`config.mk`:
```
export PLATFORM = sky130hd
export DESIGN_NAME = risc_ctrl_unit
export DESIGN_NICKNAME = d
export VERILOG_FILES = /design/src/rtl/risc_ctrl_unit.sv
export SDC_FILE = /design/constraint.sdc
export NUM_CORES = 1
export LEC_CHECK = 0
export BUFFER_PORTS_ARGS = -buffer_cell sky130_fd_sc_hd__buf_2
export CORE_AREA = 3 3 40 42
export CTS_CLUSTER_SIZE = 20
export DETAILED_ROUTE_END_ITERATION = 8
export DIE_AREA = 0 0 43 45
export GPL_ROUTABILITY_DRIVEN = 0
export HOLD_SLACK_MARGIN = 0.06
export MAX_ROUTING_LAYER = met4
export PLACE_DENSITY = 0.82
export SYNTH_ARGS = -nofsm -noshare
export SYNTH_HDL_FRONTEND = slang
export SYNTH_SLANG_ARGS = --single-unit
```
`constraint.sdc`:
```
create_clock -name cu_clk -period 1.6 [get_ports cu_clk]
set_clock_uncertainty 0.2 [all_clocks]
set_input_delay 0.24 -clock cu_clk [delete_from_list [all_inputs] [get_ports cu_clk]]
set_output_delay 0.24 -clock cu_clk [all_outputs]
set_load 0.02 [all_outputs]
```
`src/rtl/risc_ctrl_unit.sv`:
```
// risc_ctrl_unit: multi-cycle fetch/decode/execute control FSM for the 8-bit RISC SPM
module risc_ctrl_unit #(
    parameter int IW = 8,
    parameter bit HALT_ON_ILLEGAL = 1'b1
) (
    input  logic          cu_clk,
    input  logic          cu_rst,
    input  logic [IW-1:0] cu_ir,
    input  logic          cu_zflag,
    output logic          cu_ir_wr_en,
    output logic          cu_ir_rd_en,
    output logic          cu_pc_ld,
    output logic          cu_pc_inc,
    output logic          cu_ar_ld,
    output logic          cu_mem_wr,
    output logic [2:0]    cu_bus_sel,
    output logic [3:0]    cu_reg_ld,
    output logic          cu_alu_go,
    output logic          cu_halt,
    output logic [3:0]    cu_state
);
    typedef enum logic [3:0] {
        IDLE = 4'd0, FET1 = 4'd1, FET2 = 4'd2, DEC = 4'd3, EXE = 4'd4,
        RD1 = 4'd5, RD2 = 4'd6, RD3 = 4'd7, WR1 = 4'd8, WR2 = 4'd9, WR3 = 4'd10,
        BR1 = 4'd11, BR2 = 4'd12, SKP = 4'd13, HALT = 4'd14
    } state_t;

    state_t state_q, state_d;
    logic [3:0] opc, dest_oh;
    logic [1:0] src, dest;

    assign opc     = cu_ir[IW-1 -: 4];
    assign src     = cu_ir[3:2];
    assign dest    = cu_ir[1:0];
    assign dest_oh = 4'b0001 << dest;

    always_ff @(posedge cu_clk) begin
        state_q <= cu_rst ? IDLE : state_d;
    end

    always_comb begin
        state_d     = state_q;
        cu_ir_wr_en = 1'b0;
        cu_ir_rd_en = 1'b0;
        cu_pc_ld    = 1'b0;
        cu_pc_inc   = 1'b0;
        cu_ar_ld    = 1'b0;
        cu_mem_wr   = 1'b0;
        cu_bus_sel  = 3'd0;
        cu_reg_ld   = 4'b0000;
        cu_alu_go   = 1'b0;
        cu_halt     = 1'b0;
        cu_state    = state_q;
        case (state_q)
            IDLE: state_d = FET1;
            FET1: begin
                cu_bus_sel = 3'd4;
                cu_ar_ld   = 1'b1;
                state_d    = FET2;
            end
            FET2: begin
                cu_bus_sel  = 3'd5;
                cu_ir_wr_en = 1'b1;
                cu_pc_inc   = 1'b1;
                state_d     = DEC;
            end
            DEC: begin
                cu_ir_rd_en = 1'b1;
                state_d = (opc == 4'd0) ? FET1 :
                          (opc <= 4'd4) ? EXE  :
                          (opc == 4'd5) ? RD1  :
                          (opc == 4'd6) ? WR1  :
                          (opc == 4'd7) ? BR1  :
                          (opc == 4'd8) ? (cu_zflag ? BR1 : SKP) :
                          (HALT_ON_ILLEGAL ? HALT : FET1);
            end
            EXE: begin
                cu_ir_rd_en = 1'b1;
                cu_bus_sel  = {1'b0, src};
                cu_alu_go   = 1'b1;
                cu_reg_ld   = dest_oh;
                state_d     = FET1;
            end
            RD1, WR1: begin
                cu_ir_rd_en = 1'b1;
                cu_bus_sel  = 3'd4;
                cu_ar_ld    = 1'b1;
                cu_pc_inc   = 1'b1;
                state_d     = (state_q == RD1) ? RD2 : WR2;
            end
            RD2, WR2: begin
                cu_ir_rd_en = 1'b1;
                cu_bus_sel  = 3'd5;
                cu_ar_ld    = 1'b1;
                state_d     = (state_q == RD2) ? RD3 : WR3;
            end
            RD3: begin
                cu_ir_rd_en = 1'b1;
                cu_bus_sel  = 3'd5;
                cu_reg_ld   = dest_oh;
                state_d     = FET1;
            end
            WR3: begin
                cu_ir_rd_en = 1'b1;
                cu_bus_sel  = {1'b0, src};
                cu_mem_wr   = 1'b1;
                state_d     = FET1;
            end
            BR1: begin
                cu_ir_rd_en = 1'b1;
                cu_bus_sel  = 3'd4;
                cu_ar_ld    = 1'b1;
                state_d     = BR2;
            end
            BR2: begin
                cu_ir_rd_en = 1'b1;
                cu_bus_sel  = 3'd5;
                cu_pc_ld    = 1'b1;
                state_d     = FET1;
            end
            SKP: begin
                cu_ir_rd_en = 1'b1;
                cu_pc_inc   = 1'b1;
                state_d     = FET1;
            end
            HALT: cu_halt = 1'b1;
            default: state_d = IDLE;
        endcase
    end
endmodule

```
Word-level counts from Yosys, hierarchy flattened
Index checks and enable logic that the tools add are counted.
{"block": "classes", "n_lt_le_gt_ge": 1, "eq_ne": 18, "shifts": 1, "mux": 20, "reduce_logical": 12}
{"cell": "$eq A4 B4 Y1 const B", "count": 8}
{"cell": "$pmux W4 S8", "count": 1}
{"cell": "$eq A4 B3 Y1 const B", "count": 7}
{"cell": "$mux W4", "count": 6}
{"cell": "$mux W3", "count": 4}
{"cell": "$reduce_or A6 Y1", "count": 2}
{"cell": "$reduce_or A11 Y1", "count": 1}
{"cell": "$pmux W3 S3", "count": 1}
{"cell": "$eq A4 B2 Y1 const B", "count": 2}
{"cell": "$logic_not A4 Y1", "count": 2}
{"cell": "$mux W1", "count": 8}
{"cell": "$reduce_or A2 Y1", "count": 4}
{"cell": "$reduce_or A4 Y1", "count": 2}
{"cell": "$reduce_or A5 Y1", "count": 1}
{"cell": "$eq A4 B1 Y1 const B", "count": 1}
{"cell": "$le A4 B3 Y1 const B", "count": 1}
{"cell": "$shl A1 B2 Y4 const A", "count": 1}
{"block": "word_totals", "register_bits": 4, "inputBits": 11, "out_inout_bits": 19, "elab_cells": 53}

Logic depth before layout (Yosys ltp)
{"block": "depth", "word_depth": 8, "mapped_depth": 4}

Worst setup path before layout
OpenSTA, ideal clock, no wires.
{"block": "synth_path", "path_kind": "register to output", "startpoint": "register state_q[2] (netlist: cu_state[2])", "endpoint": "output cu_bus_sel[2]", "t_arrival_ns": 1.493, "t_required_ns": 1.160, "setup_slack_ns": -0.333, "stages_incl_launch_ff": 4, "n_path_buf": 1, "cell_sequence": "dfxtp_1 buf_4 and3b_2 o31ai_1"}
{"block": "synth_between", "elab_chain_len": 3, "elab_cells_between_ends": 15, "classes_between": "11 x eq/ne; 1 x mux; 3 x reduce/logical"}
{"item": "start, declared", "line_no": "28", "text": "state_t state_q, state_d;"}
{"item": "start signal, assigned", "line_no": "38", "text": "state_q <= cu_rst ? IDLE : state_d;"}
{"item": "$eq A4 B3 Y1, or another cell as far along", "line_no": "54", "text": "case (state_q)"}
{"item": "$reduce_or A5 Y1 (no source line), or another cell as far along"}
{"item": "$pmux W3 S3 *", "line_no": "54"}
{"item": "end, declared", "line_no": "16", "text": "output logic [2:0] cu_bus_sel,"}
Mark *: on every way between the ends. The rest lies on a longest branch, timed or not.

Worst setup path in the final report
{"block": "layout_path", "startpoint": "register state_q[1] (netlist: cu_state[1])", "endpoint": "output cu_reg_ld[1]"}
{"block": "layout_between", "elab_chain_len": 3, "elab_cells_between_ends": 4, "classes_between": "2 x eq/ne; 1 x mux; 1 x reduce/logical"}
{"item": "$eq A4 B3 Y1", "line_no": "54"}
{"item": "$reduce_or A2 Y1 (no source line) *"}
{"item": "$mux W4 *", "line_no": "54"}
{"item": "end, declared", "line_no": "17", "text": "output logic [3:0] cu_reg_ld,"}
Marked as above.

==> impl_metrics.toml <==
[pwr]
powerDensity_nw_per_um2 = 883
p_leak_nw = 0.445
power_uw = 861
seq_power_share_pct = 19.7
vdd_ir_drop_max_mv = 0.614
p_int_uw = 493
p_comb_share_pct = 64.4
switching_share_pct = 42.8
pwr-share-clk_pct = 15.9
switching_power_uw = 368

[final_layout]
largest_reg_flops = 4
drive_gt1_share_pct = 57.1
final_util_pct = 75.9
syn_to_final_growth_pct = 83.7
nNetsFinal = 131
finalNonFillerCells = 134
seqCellArea_um2 = 95.1
multiInputGateArea_um2 = 465
insertedDiodeCount = 0
num-fill-cells = 86

[setup_path]
critPathCaptureType = "primary output"
critPathRequiredTime_ns = 1.16
worstSetupPathType = "reg -> out"
arrival_ns = 1.39
critPathLaunchType = "flop"
worstPathMaxFanout = 10

[run]
maxCapViolations = 0

[sta]
maxSlewHeadroom_pct = 79.9
setup_violations = 14
final.min_clock_period_ns = 1.83
worstMarginPinSlew_ns = 0.301
setup_ws_ns = -0.227
finalCritPeriodShare_pct = 114
rsz0062_at_grt = "yes"
max_freq_ghz = 0.547
final-hold-violation-count = 0
slew_viol_final = 0

[status]
status = "finished, violations left"
violations = "design-rule violations, negative setup slack"

[clock_network]
insertion_delay_ns = 0.24
clk_path_buf_depth = 2
path_clk_slew_ns = 0.04
htree_levels = 1
cts_buffers = 3
clkSinkCount = 4
cts_root_buffer = "clkbuf_4"
cts_tree = "done"

[floorplanning]
coreArea_um2 = 1280
start_util_pct = 41.3
io_pins = 30
die_w_um = 43
dieArea_um2 = 1940
die_h_um = 45
rows = 13

[global_route]
grt_max_degree = 13
grt.total_usage_pct = 21.4
grt_pass1_vias = 664
grt_pass1_wl_um = 2930
grt_overflow = 0
antenna_found_initial = 0

[synth]
syn_nets = 83
synth_most_common_cell = "nand2b_1"
synth_edf_count = 0
synth_seq_cells = 4
synth_ff_type = "dfxtp_1"
synth_cell_types = 37
synth.area.top_cells = "dfxtp_1 (15%), nand2b_1 (8.3%), nor3_1 (5.7%), a31oi_1 (3.5%), inv_1 (3.5%)"
synth_top_area_share_pct = 15.1
yosysTopAreaCell = "dfxtp_1"
synth_cells = 72
ys_seq_area_share_pct = 15.1
yosys_warnings = 0
synth_area_um2 = 531
async_reset_ff_share_pct = 0
ys_top_cells_by_count = "nand2b_1 (7), nor3_1 (6), inv_1 (5), dfxtp_1 (4), nand2_1 (4)"
avgSynthCellArea_um2 = 7.37

[route]
ant_nets = 0
drc = 1
drtPass1Iterations = 6
first_iter_violations = 25
viasPerCell = 5.52
routedWlPerCell_um = 14.5
vias = 740
routed_wl_um = 1940

[worst_hold_path]
hold_class = "in -> reg"

[place]
hpwl_um = 1280
pre_cts_ws_ns = -0.0609
io_buffers = 29
dp_cells = 119
layer usage:
metal	vias up	share of wire, %	GRT usage, %
met2	36	53	36.8
met1	336	39	22.3
met5	-	0	-
li1	362	-	-
met3	6	5.5	3.19
met4	0	3.1	15.7
layout make-up:
cell class | instances | share of cell area [%]
inverters | 5 | 1.93
well taps | 15 | 1.93
clock buffers | 4 | 2.70
repair buffers | 48 | 35.9
flip-flops and latches | 4 | 9.76
multi-input cells | 58 | 47.8
power groups by stage:
stage / registers [mW] / logic [mW] / clock network (mW)
after floorplan: 0.162 / 0.310 / 0
after global placement: 0.172 / 0.420 / 0
after detailed placement: 0.176 / 0.424 / 0
after CTS: 0.174 / 0.506 / 0.142
after global routing: 0.175 / 0.591 / 0.153
final: 0.170 / 0.554 / 0.137
cell families after synthesis:
logic type | after synthesis | share of synthesized area [%]
and+or+nand+nor | 34 | 38.9
muxes | 1 | 1.89
AOI/OAI and AO/OA | 21 | 30.4
buffers and inverters | 10 | 10.4
xor gates and xnor gates | 2 | 3.30
DFF | 4 | 15.1
cells in the final DEF (no fill, tap or decap), types with 2 or more instances in the layout:
| cell type | instances |
|---|---|
| nor2b_1 | 2 |
| o21ai_1 | 3 |
| o21a_1 | 2 |
| nand2b_1 | 5 |
| a21oi_1 | 2 |
| buf_2 | 18 |
| a31oi_1 | 3 |
| nand2_1 | 4 |
| clkbuf_4 | 3 |
| nor3_2 | 2 |
| dfxtp_4 | 4 |
| buf_6 | 4 |
| xnor2_1 | 2 |
| nor3_1 | 2 |
| buf_4 | 22 |
| nor2_1 | 3 |
| nand2b_4 | 2 |
| nand3b_1 | 2 |
| inv_1 | 5 |
| nor3_4 | 2 |
metrics by stage:
step           area, um2  hold slack [ns]  setup TNS (ns)
6_report             975           0.0960           -1.82
5_1_grt              975            0.120           -2.94
4_1_cts              898           0.0823           -1.70
3_5_place_dp         767            0.280          -0.166
3_3_place_gp         767            0.277               0
2_1_floorplan        592           0.0951          -0.629
critical path: stages (launching register included):
cell,delay (ns)
dfxtp_4,0.41
nand2b_4,0.16
nand4b_1,0.11
buf_6,0.15
nor3_4,0.15
buf_6,0.15
worst paths after layout:
path	cells after the start	slack (ns)	start	end
worst min-delay path	3	0.1	cu_ir[7]	cu_state[1]$_SDFFE_PP0N_
worst max register to register	5	-0.02	cu_state[3]$_SDFFE_PP0N_	cu_state[2]$_SDFFE_PP0N_
worst max-delay path	5	-0.23	cu_state[1]$_SDFFE_PP0N_	cu_reg_ld[1]
worst min register to register	3	0.48	cu_state[0]$_SDFFE_PP0N_	cu_state[1]$_SDFFE_PP0N_
repair_timing:
action,4_1_cts,5_1_grt
endpoints found under the hold margin,2,0
endpoints found under the setup margin,12,16
pin swaps,0,5
resized for setup,17,7
hold buffers,1,0
buffers inserted,5,6
No activity file was read; power rests on OpenSTA's default activity.
